===== config.mk =====
export PLATFORM = sky130hd
export DESIGN_NAME = sat_counter
export DESIGN_NICKNAME = d
export VERILOG_FILES = /design/src/rtl/count_checker_sat_counter.sv
export SDC_FILE = /design/constraint.sdc
export NUM_CORES = 1
export LEC_CHECK = 0
export ABC_AREA = 1
export CAP_MARGIN = 40
export CORE_AREA = 2 2 39 41
export DETAILED_ROUTE_END_ITERATION = 10
export DIE_AREA = 0 0 41 43
export PLACE_DENSITY = 0.69
export SYNTH_ARGS = -nofsm -noshare
export SYNTH_HDL_FRONTEND = slang
export SYNTH_SLANG_ARGS = --single-unit

===== constraint.sdc =====
create_clock -name clk -period 1.7 [get_ports clk]
set_input_delay 0.425 -clock clk [delete_from_list [all_inputs] [get_ports clk]]
set_output_delay 0.425 -clock clk [all_outputs]
set_load 0.02 [all_outputs]

===== src/rtl/count_checker_sat_counter.sv =====
// Saturating up-counter with synchronous clear and asynchronous reset.
module sat_counter #(
  parameter int unsigned WIDTH = 8
) (
  input  logic             clk,
  input  logic             rst,
  input  logic             clr,
  input  logic             inc,
  output logic [WIDTH-1:0] count
);

  // Clear has priority; increments stop at all-ones.
  always_ff @(posedge clk or posedge rst) begin
    if (rst) begin
      count <= '0;
    end else if (clr) begin
      count <= '0;
    end else if (inc && (count != '1)) begin
      count <= count + WIDTH'(1);
    end
  end

endmodule


==> out/summary.md <==
* **first-pass GRT wire length** 1.821 mm
* **count of unique library cells instantiated by Yosys** 16
* **PwrDens** 612.8 nW/um^2
* **vias in the first global route** 435
* **Ys Warns** 0
* **worst slew pin tran** 318.7 ps
* **RSZ-0062 raised after global routing** no
* **insertion delay to the later sink of the worst-skew pair** 260 ps
* **worst slew margin relative to its limit** 78.67%
* **critical path's slowest cell** sky130_fd_sc_hd__clkdlybuf4s50_1
* **Synth area leader** sky130_fd_sc_hd__dfrtp_1
* **H-tree depth reported by CTS** 1
* **Die Y-Extent** 43 microns
* **final hold violations** 0
* **switching portion of total power** 26.10%
* **flip-flop and latch count after synthesis** 8
* **final antenna diode count** 0
* **Clk network pwr share** 36.2%
* **total core area** 1384 sq um
* **Peak VDD IR** 296.2 uV
* **detailed-route via count** 465
* **maximum number of pins on one net before global-route repair** 9
* **Reg with most FFs** count
* **Bufs on Longest Clock Path** 2
* **Routed wire per std cell** 10.12 microns
* **crit path buf inv count** 1
* **via-per-instance ratio** 4.650
* **Non-Filler Cell Area, Final** 669.4 sq um
* **cells taking the most area after synthesis** sky130_fd_sc_hd__dfrtp_1 (40%), sky130_fd_sc_hd__nand2_1 (19%), sky130_fd_sc_hd__inv_1 (7.4%)
* **RD Place Congestion** 0.7597
* **Mapped Area** 506.7 sq um
* **starting density of the core** 36.62%
* **area share of the largest cell type after synthesis** 39.51%
* **family with the most delay on the worst path** buffers and inverters
* **Tmin final** 1635 ps
* **slack of the worst reg-to-reg path** 270 ps
* **Non-Filler Instances** 100
* **number of cells after detailed placement** 97
* **leading cell type in the layout, fill and taps excluded** sky130_fd_sc_hd__nand2_1
* **setup violators final** 0
* **first drt pass iteration count** 4
* **final period utilization** 96.15%
* **number of max-slew violations in the final report** 0
* **CP Class** register to primary output
* **Top Registers** count: 8 flops
* **number of antenna violations at the first check in global routing** 0
* **slowest stage delay, CP** 600 ps
* **cell-internal power** 0.3031 mW
* **post-DP HPWL** 778.2 microns
* **leakage power total** 0.4144 nW
* **TritonCTS clock tree** done
* **clk slew on worst S/H paths** 60 ps
* **mean cell area of the mapped netlist** 7.344 sq um
* **Inserted Clock Buffers** 3
* **Routed Antenna Nets** 0
* **setup skew after layout** 3.190 ps
* **area growth from synthesis to final layout** 32.10%
* **iteration-0 DRC count of the detailed router** 7
* **portion of total power attributed to sequential cells** 49.3%
* **die outline area** 1763 sq um
* **share of the yosys chip area belonging to registers** 39.51%
* **max reg flops** 8
* **cell chain of the critical path** clkdlybuf4s50_1
* **critical path endpoint category** primary output
* **FMAX** 611.8 MHz
* **Worst Path Max Fanout** 2
* **number of standard cells after synthesis** 69
* **data arrival time of the worst path** 1210 ps
* **run status** finished, final reports clean
* **leading cell types in the layout, fill and taps excluded** sky130_fd_sc_hd__nand2_1 (25), sky130_fd_sc_hd__inv_1 (10), sky130_fd_sc_hd__dfrtp_1 (8)
* **class of the worst hold path** input pin to async pin
* **IO Count** 12
* **Post-Synthesis Net Count** 74
* **share of layout cells above drive strength 1** 13.10%
* **root buffer cell** sky130_fd_sc_hd__clkbuf_4
* **critical path startpoint category** register
* **Buffers on Ports** 11
* **post-detailed-routing wire length** 1.012 mm
* **number of DRC violations after detailed routing** 0
* **GRT Overall Usage** 15.38%
* **share of power burned in combinational logic** 14.5%
* **clock sink count** 8
* **die boundary width** 41 microns
* **overflow left after global routing** 0
* **Layout fillers** 155
* **Sw Pwr** 0.1071 mW
* **required arrival time at the worst endpoint** 1270 ps
* **final net count** 91
* **post-place instance area** 644.4 sq um
* **total number of placement rows** 14
* **total negative setup slack** 0 ps
* **reported max-cap violation count** 0
-- cells in the mapped netlist --
cell / instances
sky130_fd_sc_hd__ha_1: 1
sky130_fd_sc_hd__clkinv_4: 1
sky130_fd_sc_hd__nand2_2: 2
sky130_fd_sc_hd__dfrtp_1: 8
sky130_fd_sc_hd__nor2_4: 1
sky130_fd_sc_hd__xor2_1: 3
sky130_fd_sc_hd__nand2_4: 2
sky130_fd_sc_hd__nand2_1: 25
sky130_fd_sc_hd__o21ai_1: 1
sky130_fd_sc_hd__nand3_1: 5
sky130_fd_sc_hd__a21oi_1: 2
sky130_fd_sc_hd__xnor2_1: 1
sky130_fd_sc_hd__nor2_2: 1
sky130_fd_sc_hd__nor2_1: 5
sky130_fd_sc_hd__nor3b_1: 1
sky130_fd_sc_hd__inv_1: 10
-- cell type report --
class,count,area [sq um],share of cell area [%]
Clock buffer,3,22.52,3.364
Inverter,11,46.29,6.916
Multi-Input combinational cell,50,260.3,38.88
Sequential cell,8,200.2,29.91
Tap cell,16,20.02,2.991
Timing Repair Buffer,12,120.1,17.94
-- worst reg2reg max path, cell delays in order (launching register included) --
cell                      delay (ps)
sky130_fd_sc_hd__dfrtp_1         410
sky130_fd_sc_hd__ha_1            250
sky130_fd_sc_hd__nand2_2         100
sky130_fd_sc_hd__nor2_4           50
sky130_fd_sc_hd__nand2_2          80
sky130_fd_sc_hd__nand2_4          60
sky130_fd_sc_hd__nor2_1          260
sky130_fd_sc_hd__nand2_1          90
sky130_fd_sc_hd__nand2_1          80
-- worst paths after layout --
check                               from       end  cells after the start
worst max-delay path            count[2]  count[2]                      1
worst min-delay path                 rst  count[1]                      2
worst max register to register  count[0]  count[3]                      8
worst min register to register  count[1]  count[1]                      2
max in group asynchronous            rst  count[6]                      2
min in group clk                count[1]  count[1]                      2
-- cells by family (layout without fill, tap and decap cells) --
family	count (synthesis)	after routing	share of synthesized area, %
and+or+nand+nor	42	42	39.01
DFF	8	8	39.51
buffers and inverters	11	26	9.137
xor gates and xnor gates	4	4	6.915
AOI/OAI and AO/OA	3	3	2.962
adders and majority gates	1	1	2.469
-- through the flow --
stage	power [mW]	utilization [%]	worst slack (ps)	hold WS (ps)
floorplan	0.2387	-	326.9	240.7
global placement	0.2661	46.56	188.1	512.2
CTS	0.4170	47.83	2.676	420.0
finish	0.4102	48.37	65.41	411.9
global route	0.4297	48.37	51.63	470.1
detailed placement	0.2668	46.56	174.3	514.2
-- what timing repair did --
item	in CTS	in global routing
hold buffers	0	0
setup buffers	0	0
endpoints found under the hold margin	0	0
endpoints found under the setup margin	4	3
gates resized for setup	4	3
-- power groups by stage --
| stage | Clock, mW | Sequential, mW | Combinational, mW |
|---|---|---|---|
| after floorplan | 0 | 0.213 | 0.0258 |
| after global placement | 0 | 0.206 | 0.0605 |
| after detailed placement | 0 | 0.206 | 0.0612 |
| after CTS | 0.153 | 0.202 | 0.0619 |
| after global routing | 0.160 | 0.203 | 0.0664 |
| final | 0.149 | 0.202 | 0.0595 |
-- metal layers --
layer  global-route usage, %  share of wire, %  vias to the layer above
met5                       0                 0                        -
met4                   8.000               1.4                        0
met3                   4.712               5.6                        2
met2                   20.94                49                       12
met1                   21.12                44                      214
li1                        -                 -                      237
Note: power is estimated with default switching activity, not from simulation.
